## config.mk

```make
export PLATFORM = sky130hd
export DESIGN_NAME = interval_timer_ctrl
export DESIGN_NICKNAME = d
export VERILOG_FILES = /design/src/rtl/interval_timer_ctrl.sv
export SDC_FILE = /design/constraint.sdc
export NUM_CORES = 1
export LEC_CHECK = 0
export CAP_MARGIN = 15
export CORE_MARGIN = 2
export CORE_UTILIZATION = 51
export DETAILED_ROUTE_END_ITERATION = 6
export PLACE_DENSITY = 0.74
export SYNTH_ARGS = -nofsm -noshare
export SYNTH_HDL_FRONTEND = slang
export SYNTH_SLANG_ARGS = --single-unit
```

## constraint.sdc

```tcl
create_clock -name clk -period 2.3 [get_ports clk]
set_input_delay 0.46 -clock clk [delete_from_list [all_inputs] [get_ports clk]]
set_output_delay 0.46 -clock clk [all_outputs]
set_load 0.01 [all_outputs]
```

## src/rtl/interval_timer_ctrl.sv

```systemverilog
// Programmable interval timer: prescaler plus down-counter, one-shot/periodic, register-mapped.
// Optional TIMER_OVF_CNT_EN adds an 8-bit saturating overrun counter shown in STATUS[15:8].
module interval_timer_ctrl #(
  parameter int WIDTH  = 32,
  parameter int PWIDTH = 16
) (
  input  logic             clk,
  input  logic             rst,
  input  logic             wr_en,
  input  logic             rd_en,
  input  logic [1:0]       addr,
  input  logic [WIDTH-1:0] wr_data,
  output logic [WIDTH-1:0] rd_data,
  output logic             rd_valid,
  output logic             irq,
  output logic             busy
);

  localparam logic [1:0] ADDR_CTRL   = 2'd0;
  localparam logic [1:0] ADDR_LOAD   = 2'd1;
  localparam logic [1:0] ADDR_PRESC  = 2'd2;
  localparam logic [1:0] ADDR_STATUS = 2'd3;

  typedef enum logic [1:0] {IDLE, RUN, DONE} state_t;

  state_t            state_reg, state_next;
  logic              en_reg, en_next;
  logic              periodic_reg, periodic_next;
  logic              irq_en_reg, irq_en_next;
  logic [WIDTH-1:0]  load_reg, load_next;
  logic [WIDTH-1:0]  count_reg, count_next;
  logic [PWIDTH-1:0] presc_reg, presc_next;
  logic [PWIDTH-1:0] presc_cnt_reg, presc_cnt_next;
  logic              irq_pend_reg, irq_pend_next;
  logic [WIDTH-1:0]  rd_data_reg, rd_data_next;
  logic              rd_valid_reg;
  logic [WIDTH-1:0]  status_word;

  logic wr_ctrl, wr_load, wr_presc, wr_status, w1c, tick, expiry;

  assign wr_ctrl   = wr_en && (addr == ADDR_CTRL);
  assign wr_load   = wr_en && (addr == ADDR_LOAD);
  assign wr_presc  = wr_en && (addr == ADDR_PRESC);
  assign wr_status = wr_en && (addr == ADDR_STATUS);
  assign w1c       = wr_status && wr_data[0];
  assign tick      = (presc_cnt_reg == '0);
  // A CTRL write in the same cycle pre-empts counting, so it also pre-empts expiry.
  assign expiry    = (state_reg == RUN) && !wr_ctrl && tick && (count_reg == '0);

`ifdef TIMER_OVF_CNT_EN
  logic [7:0] ovf_cnt_reg, ovf_cnt_next;

  always_comb begin
    ovf_cnt_next = ovf_cnt_reg;
    if (expiry && irq_pend_reg && (ovf_cnt_reg != 8'hFF))
      ovf_cnt_next = ovf_cnt_reg + 8'd1;
    if (w1c)
      ovf_cnt_next = 8'd0;
  end

  always_ff @(posedge clk) begin
    if (rst) ovf_cnt_reg <= 8'd0;
    else     ovf_cnt_reg <= ovf_cnt_next;
  end
`endif

  always_comb begin
    status_word = {count_reg[WIDTH-1:1], irq_pend_reg};
`ifdef TIMER_OVF_CNT_EN
    status_word[15:8] = ovf_cnt_reg;
`endif
  end

  // Next-state and datapath update
  always_comb begin
    state_next     = state_reg;
    en_next        = en_reg;
    periodic_next  = periodic_reg;
    irq_en_next    = irq_en_reg;
    load_next      = load_reg;
    presc_next     = presc_reg;
    count_next     = count_reg;
    presc_cnt_next = presc_cnt_reg;
    irq_pend_next  = irq_pend_reg;

    if (wr_load)  load_next  = wr_data;
    if (wr_presc) presc_next = wr_data[PWIDTH-1:0];

    if (wr_ctrl) begin
      en_next       = wr_data[0];
      periodic_next = wr_data[1];
      irq_en_next   = wr_data[2];
      if (wr_data[0]) begin
        state_next     = RUN;
        count_next     = load_reg;
        presc_cnt_next = presc_reg;
      end else if (state_reg == RUN) begin
        state_next = IDLE;
      end
    end else if (state_reg == RUN) begin
      if (tick) begin
        presc_cnt_next = presc_reg;
        if (count_reg != '0) begin
          count_next = count_reg - WIDTH'(1);
        end else if (periodic_reg) begin
          count_next = load_reg;
        end else begin
          state_next = DONE;
          en_next    = 1'b0;
        end
      end else begin
        presc_cnt_next = presc_cnt_reg - PWIDTH'(1);
      end
    end

    // Set has priority over the W1C clear.
    if (w1c)    irq_pend_next = 1'b0;
    if (expiry) irq_pend_next = 1'b1;
  end

  // Read mux samples pre-write register values.
  always_comb begin
    rd_data_next = '0;
    if (rd_en) begin
      case (addr)
        ADDR_CTRL:   rd_data_next = {{(WIDTH-3){1'b0}}, irq_en_reg, periodic_reg, en_reg};
        ADDR_LOAD:   rd_data_next = load_reg;
        ADDR_PRESC:  rd_data_next = {{(WIDTH-PWIDTH){1'b0}}, presc_reg};
        default:     rd_data_next = status_word;
      endcase
    end
  end

  always_ff @(posedge clk) begin
    if (rst) begin
      state_reg     <= IDLE;
      en_reg        <= 1'b0;
      periodic_reg  <= 1'b0;
      irq_en_reg    <= 1'b0;
      load_reg      <= '0;
      presc_reg     <= '0;
      count_reg     <= '0;
      presc_cnt_reg <= '0;
      irq_pend_reg  <= 1'b0;
      rd_data_reg   <= '0;
      rd_valid_reg  <= 1'b0;
    end else begin
      state_reg     <= state_next;
      en_reg        <= en_next;
      periodic_reg  <= periodic_next;
      irq_en_reg    <= irq_en_next;
      load_reg      <= load_next;
      presc_reg     <= presc_next;
      count_reg     <= count_next;
      presc_cnt_reg <= presc_cnt_next;
      irq_pend_reg  <= irq_pend_next;
      rd_data_reg   <= rd_data_next;
      rd_valid_reg  <= rd_en;
    end
  end

  assign rd_data  = rd_data_reg;
  assign rd_valid = rd_valid_reg;
  assign irq      = irq_pend_reg & irq_en_reg;
  assign busy     = (state_reg == RUN);

endmodule

```

Word-level counts from Yosys, hierarchy flattened. Cells that the tools add are included.

Register bits: 135. Input port bits: 38. Output and inout bits: 35.

Add/subtract/negate cells: 2. Equal/unequal tests: 7. Multiplexer cells: 25. Bitwise gates (word level): 2. Reductions and logical operators: 23.

Operator list (number): $mux 32 (6); $pmux 32 s3 (1); $mux 16 (4); $logic_not 32->1 (1); $reduce_bool 32->1 (1); $sub 32x1->32 const B (1); $logic_not 16->1 (1); $sub 16x1->16 const B (1); $mux 2 (7); $logic_and 1x1->1 (8); $reduce_and 4->1 (2); $reduce_bool 2->1 (4); $mux 1 (7); $reduce_and 5->1 (1); $eq 2x1->1 const B (2); $eq 2x2->1 const B (2); $ne 2x2->1 const B (2); $reduce_bool 3->1 (1); $logic_not 2->1 (1); $ne 2x1->1 const B (1); $reduce_and 2->1 (1); $reduce_or 2->1 (1); $and 1x1->1 (1); $logic_not 1->1 (1); $not 1->1 (1).

Depth between registers and ports, before layout. Gate-level depths: netlist of the first run.

Depth in word-level cells: 7. Mapped depth: 10.

Worst setup path before layout of the first run. No wires, ideal clock.

Path type: input to register. Start: input port addr[1]. End: register count_reg[10]. Data arrival time: 2036 ps. Required time: 2197 ps. Setup slack: 161 ps. Stages: 8. Cell sequence: buf_4 > nor3b_1 > nand2_1 > o21ai_1 > and2_4 > buf_6 > a21oi_1 > a2111oi_2.

Longest elaborated chain between the ends: 4. Elaborated cells between the ends (all ways): 8.

RTL lines: start, declared (RTL line 11) `input logic [1:0] addr,`; $logic_not 2->1 * (RTL line 41) `assign wr_ctrl = wr_en && (addr == ADDR_CTRL);`; $logic_and 1x1->1 * (RTL line 41); $ne 2x2->1 (no source line) (tied with other cells); $reduce_and 4->1 (no source line); end signal, assigned (RTL line 154) `count_reg <= count_next;`; end, declared (RTL line 31) `logic [WIDTH-1:0] count_reg, count_next;`.

Mark *: on every way between the ends. The rest lies on a longest branch, timed or not. A chain may end at the register's enable or synchronous reset.

Worst setup path in the final report of the first run.
Start: register count_reg[17]. End: register count_reg[27].

Longest elaborated chain between the ends: 5. Elaborated cells between the ends (all ways): 8.

RTL lines: $sub 32x1->32 or $reduce_bool 32->1 (tied branches) (RTL line 104, 103); $mux 32 (RTL line 103) `if (count_reg != '0) begin`; $mux 32 (RTL line 101) `if (tick) begin`; $mux 32 (RTL line 100) `end else if (state_reg == RUN) begin`; $mux 32 (RTL line 89) `if (wr_ctrl) begin`.

Parallel ways exist; a longest one is shown, timed or not. The select of a mux whose other input is x is not followed.

==> flow_summary_export.csv, run 1 <==
group,metric,value,unit
cts,ctsLongestPathBuffers,2,
cts,clk_pin_slew,0.06,ns
timing,rsz0062_at_grt,"yes",
placement,dp_hpwl,13000,um
cts,cts_root_buf,"clkbuf_16",
final_layout,final_core_util,67.4,%
timing,fmax,439,MHz
drt,drt-total-wl,18400,um
drt,drc,0,
global_routing,grt_pass1_vias,5934,
drt,vias_per_cell,5.80,
outcome,outcome,"completed",
cts,htreeDepth,4,
global_routing,met3_usage,4.67,%
logic_synthesis,synthesis.nets,842,
critical_path,worstSetupStartpointType,"flop",
timing,setup_viol,0,
die,die_x,116,um
final_layout,area_delta_synth_final,30.8,%
final_layout,mostFrequentLayoutCell,"nand2_1",
drt,vias,6377,
cts,cts_sinks,135,
run,drv_cap,0,
cts,cts_tree,"yes",
final_layout,finalNetCount,957,
final_layout,mostFrequentLayoutCells,"nand2_1, dfxtp_1, a21oi_1",
critical_path,crit_family,"simple AND/OR/NAND/NOR gates",
die,die_h,116,um
die,row_count,41,
timing,final-hold-violation-count,0,
timing,slew_headroom,54.3,%
critical_path,reg2reg_setup_slack,0.02,ns
critical_path,cpMaxStageDelayCell,"or4_4",
global_routing,grtUsageTotal,27.5,%
critical_path,crit_path_end_kind,"flop",
timing,worst_clock_skew,0.00866,ns
global_routing,top_usage_layer,"met2",
cts,cts-buffers-inserted,17,
drt,wl_per_cell,16.7,um
global_routing,globalRouteOverflowTotal,0,
die,start_util,51.6,%
critical_path,crit_buf_inv,1,
critical_path,crit_chain,"or4_4, or3_4, nor4_4, buf_4, nand3_1, a21o_1, a21oi_1",
timing,finalCriticalPeriod,2.28,ns
hold_path,hp-class,"in -> reg",
cts,postCtsHoldBufs,0,
drt,antenna_left,0,
logic_synthesis,ys_warn_count,0,
critical_path,arrival,2.63,ns
placement,port_buffers,72,
global_routing,grt_max_degree,52,
global_routing,met1_usage,36.8,%
critical_path,worstPathRequired,2.65,ns
final_layout,layout-drive-gt1-share,16.3,%
global_routing,antenna_found_initial,0,
logic_synthesis,ys_seq_area_share,42.1,%
cts,insertion_delay,0.43,ns
logic_synthesis,synth_cell_types,59,
die,coreArea,12500,um2
logic_synthesis,synth_cells,800,
placement,gp_congestion,0.929,
timing,report.final.slew_viol_count,0,
logic_synthesis,synth_edf_count,0,
drt,drtIter0Drc,546,
global_routing,grtUsageMet2,43.9,%
die,ioPinCount,73,
critical_path,path_class,"reg -> reg",
logic_synthesis,async_flop_share,0,%
final_layout,antenna_cells,0,
logic_synthesis,synth_ff_type,"dfxtp_1",
timing,timing.final.crit_share,98.9,%
critical_path,critical_path.max_fanout,4,
logic_synthesis,ys_ff_latch,135,
critical_path,crit_path_max_incr_delay,0.57,ns
drt,dr.pass1.iters,5,
die,dieArea,13500,um2
logic_synthesis,avgSynthCellArea,8.03,um2
timing,worstMarginPinSlew,0.685,ns
global_routing,grt_pass1_wl,29100,um
logic_synthesis,syn_area,6430,um2
-- synthesized netlist by cell type, types with 4 or more instances --
cell | number | share of area [%]
o21ai_0 | 15 | 1.2
nor4_1 | 10 | 0.97
a22oi_1 | 16 | 1.9
or3_1 | 4 | 0.39
mux2_2 | 12 | 2.1
ha_1 | 4 | 0.78
buf_4 | 6 | 0.70
a21oi_1 | 113 | 8.8
dfxtp_1 | 135 | 42
nand4_1 | 11 | 1.1
mux2i_1 | 17 | 2.6
a21o_1 | 5 | 0.58
nor3_1 | 28 | 2.2
a211oi_1 | 13 | 1.5
inv_1 | 26 | 1.5
a31oi_1 | 4 | 0.39
and3_1 | 7 | 0.68
o21ai_1 | 16 | 1.2
o22ai_1 | 5 | 0.49
clkbuf_1 | 35 | 2.0
nand2b_1 | 4 | 0.39
nand2_1 | 137 | 8.0
and2_1 | 12 | 1.2
o32ai_1 | 17 | 2.3
nor2_1 | 66 | 3.9
buf_2 | 9 | 0.70
nand3_1 | 19 | 1.5
-- path summary, 6_finish.rpt --
check / startpoint / endpoint / cells past startpoint
max: count_reg[17]$_SDFFE_PP0P_ / count_reg[27]$_SDFFE_PP0P_ / 7
min reg2reg: presc_reg[3]$_SDFFE_PP0P_ / presc_reg[3]$_SDFFE_PP0P_ / 2
max reg2reg: count_reg[17]$_SDFFE_PP0P_ / count_reg[27]$_SDFFE_PP0P_ / 7
min: rst / load_reg[25]$_SDFFE_PP0P_ / 2
-- cell type report --
cell class | count | area (um2)
clock buffer | 25 | 495
timing repair buffer | 152 | 1390
fill | 1058 | 4060
clock inverter | 7 | 116
inverter | 26 | 97.6
multi-input combinational | 583 | 3390
sequential | 135 | 2700
tap | 172 | 215
-- timing repair --
item | CTS | global route
gates resized for setup | 0 | 7
hold endpoints to repair | 0 | 0
setup endpoints to repair | 0 | 28
setup buffers | 0 | 2
-- cell families (layout without fill, tap and decap cells) --
kind of cell               Yosys count  in the layout  share of synthesized area (%)
AOI/OAI and AO/OA                  219            219                           20.7
adders and majority gates            4              4                          0.779
buffers and inverters               82            210                           5.67
DFF                                135            135                           42.1
muxes                               32             32                           5.80
and+or+nand+nor                    328            328                           25.0
-- routing by layer --
metal | routed length [um] | up-vias | share of wire (%)
met5 | 0 | - | 0
met4 | 477 | 0 | 2.6
met3 | 1160 | 39 | 6.3
met2 | 8630 | 248 | 47
met1 | 8160 | 3002 | 44
li1 | - | 3088 | -
-- stage by stage --
step | std cells | hold WS (ns) | setup slack (ns) | TNS (ns) | area, um2
2_1_floorplan | 800 | 0.436 | 0.161 | 0 | 6430
3_3_place_gp | 1066 | 0.443 | -0.176 | -4.85 | 7750
3_5_place_dp | 1066 | 0.448 | -0.202 | -7.62 | 7750
4_1_cts | 1098 | 0.431 | 0.0295 | 0 | 8360
5_1_grt | 1100 | 0.452 | -0.0231 | -0.0309 | 8400
6_report | 1100 | 0.438 | 0.0243 | 0 | 8400
Power of run 1 is left out: the tool's default activity adds up to more than one toggle a clock period on the data nets, which glitch-free logic cannot reach.
==> run 2, diff against run 1 <==
--- a/config.mk
+++ b/config.mk
@@ -10,6 +10,7 @@
 export CORE_UTILIZATION = 51
 export DETAILED_ROUTE_END_ITERATION = 6
 export PLACE_DENSITY = 0.74
+export RECOVER_POWER = 100
 export SYNTH_ARGS = -nofsm -noshare
 export SYNTH_HDL_FRONTEND = slang
 export SYNTH_SLANG_ARGS = --single-unit
==> flow_summary_export.csv, run 2 (synthesis gave the netlist of run 1 again) <==
group,metric,value,unit
drt,antenna_left,0,
run,drv_cap,0,
timing,setup_viol,0,
placement,place_inst,1066,
critical_path,reg2reg_setup_slack,0.02,ns
final_layout,final_core_util,67.2,%
timing,final-hold-violation-count,0,
cts,clk_pin_slew,0.06,ns
placement,port_buffers,72,
placement,gp_congestion,0.929,
drt,drtIter0Drc,544,
drt,drt-total-wl,18300,um
final_layout,postLayoutCellArea,8380,um2
cts,cts_root_buf,"clkbuf_16",
drt,dr.pass1.iters,7,
final_layout,fin_cells,1100,
critical_path,path_class,"reg -> reg",
hold_path,hp-class,"in -> reg",
drt,drc,0,
die,die_x,116,um
drt,vias,6382,
die,coreArea,12500,um2
die,dieArea,13500,um2
global_routing,antenna_found_initial,0,
placement,dp_hpwl,13000,um
global_routing,grtUsageTotal,27.5,%
die,start_util,51.6,%
critical_path,crit_path_end_kind,"flop",
global_routing,grt_pass1_wl,29100,um
final_layout,area_delta_synth_final,30.4,%
final_layout,finalNetCount,957,
final_layout,mostFrequentLayoutCell,"nand2_1",
cts,cts_tree,"yes",
final_layout,layout-drive-gt1-share,15.7,%
final_layout,antenna_cells,0,
hold_path,worstHoldStart,"rst",
outcome,outcome,"completed",
cts,htreeDepth,4,
timing,fin_ws,0.0183,ns
critical_path,critical_path.max_fanout,4,
critical_path,worstSetupStartpointType,"flop",
placement,place_ws,-0.202,ns
timing,report.final.slew_viol_count,0,
timing,worst_clock_skew,0.00928,ns
critical_path,crit_start,"count_reg[17]$_SDFFE_PP0P_",
cts,postCtsHoldBufs,0,
cts,insertion_delay,0.42,ns
placement,place_area,7750,um2
die,ioPinCount,73,
timing,timing.final.crit_share,99.2,%
global_routing,grt_max_degree,52,
timing,worstMarginPinSlew,0.685,ns
cts,cts-buffers-inserted,17,
critical_path,worstPathRequired,2.65,ns
final_layout,mostFrequentLayoutCells,"nand2_1, dfxtp_1, a21oi_1",
die,row_count,41,
critical_path,arrival,2.63,ns
timing,finalCriticalPeriod,2.28,ns
cts,ctsLongestPathBuffers,2,
cts,cts_sinks,135,
timing,fmax,438,MHz
timing,rsz0062_at_grt,"yes",
global_routing,grt_pass1_vias,5934,
critical_path,reg2reg_from,"count_reg[17]$_SDFFE_PP0P_",
die,die_h,116,um
drt,vias_per_cell,5.80,
timing,slew_headroom,54.3,%
global_routing,globalRouteOverflowTotal,0,
drt,wl_per_cell,16.6,um
[run 2: cell types whose count changed in the layout (fill, tap and decap cells not counted), sizes merged]
cell and delta:
dlygate4sd3 +35, clkbuf +10, clkdlybuf4s50 -35, buf -10
[run 2: layout make-up]
cell class	instances	area (um2)
Tap cell	172	215
Inverter	26	97.6
Clock inverter	7	116
Multi-Input combinational cell	583	3390
Fill cell	1067	4090
Clock buffer	25	495
Sequential cell	135	2700
Timing Repair Buffer	152	1360
[run 2: stage by stage]
step | TNS (ns) | hold WS (ns)
floorplan | 0 | 0.436
global placement | -4.85 | 0.443
detailed placement | -7.62 | 0.448
CTS | 0 | 0.431
global route | -0.0309 | 0.452
finish | 0 | 0.441
[run 2: worst max-delay path, cell delays in order (launching register included)]
cell	delay (ns)
dfxtp_1	0.31
or4_4	0.57
or3_4	0.39
nor4_4	0.35
buf_4	0.20
nand3_1	0.08
a21o_1	0.20
a21oi_1	0.12
[run 2: final timing paths]
path	end	depth (start not counted)
worst max-delay path	count_reg[27]$_SDFFE_PP0P_	7
worst min-delay path	load_reg[28]$_SDFFE_PP0P_	2
worst max register to register	count_reg[27]$_SDFFE_PP0P_	7
worst min register to register	presc_reg[3]$_SDFFE_PP0P_	2
[run 2: per-layer routing]
metal | track usage, % | routed length (um) | vias up
met5 | 0 | 0 | -
met4 | 12.2 | 424 | 0
met3 | 4.67 | 1170 | 35
met2 | 43.9 | 8610 | 245
met1 | 36.8 | 8110 | 3017
li1 | - | - | 3085
[run 2: repair_timing]
action / CTS / global route
setup buffers: 0 / 2
resized for setup: 0 / 7
setup endpoints to repair: 0 / 28
Power of run 2 is left out for the same reason.
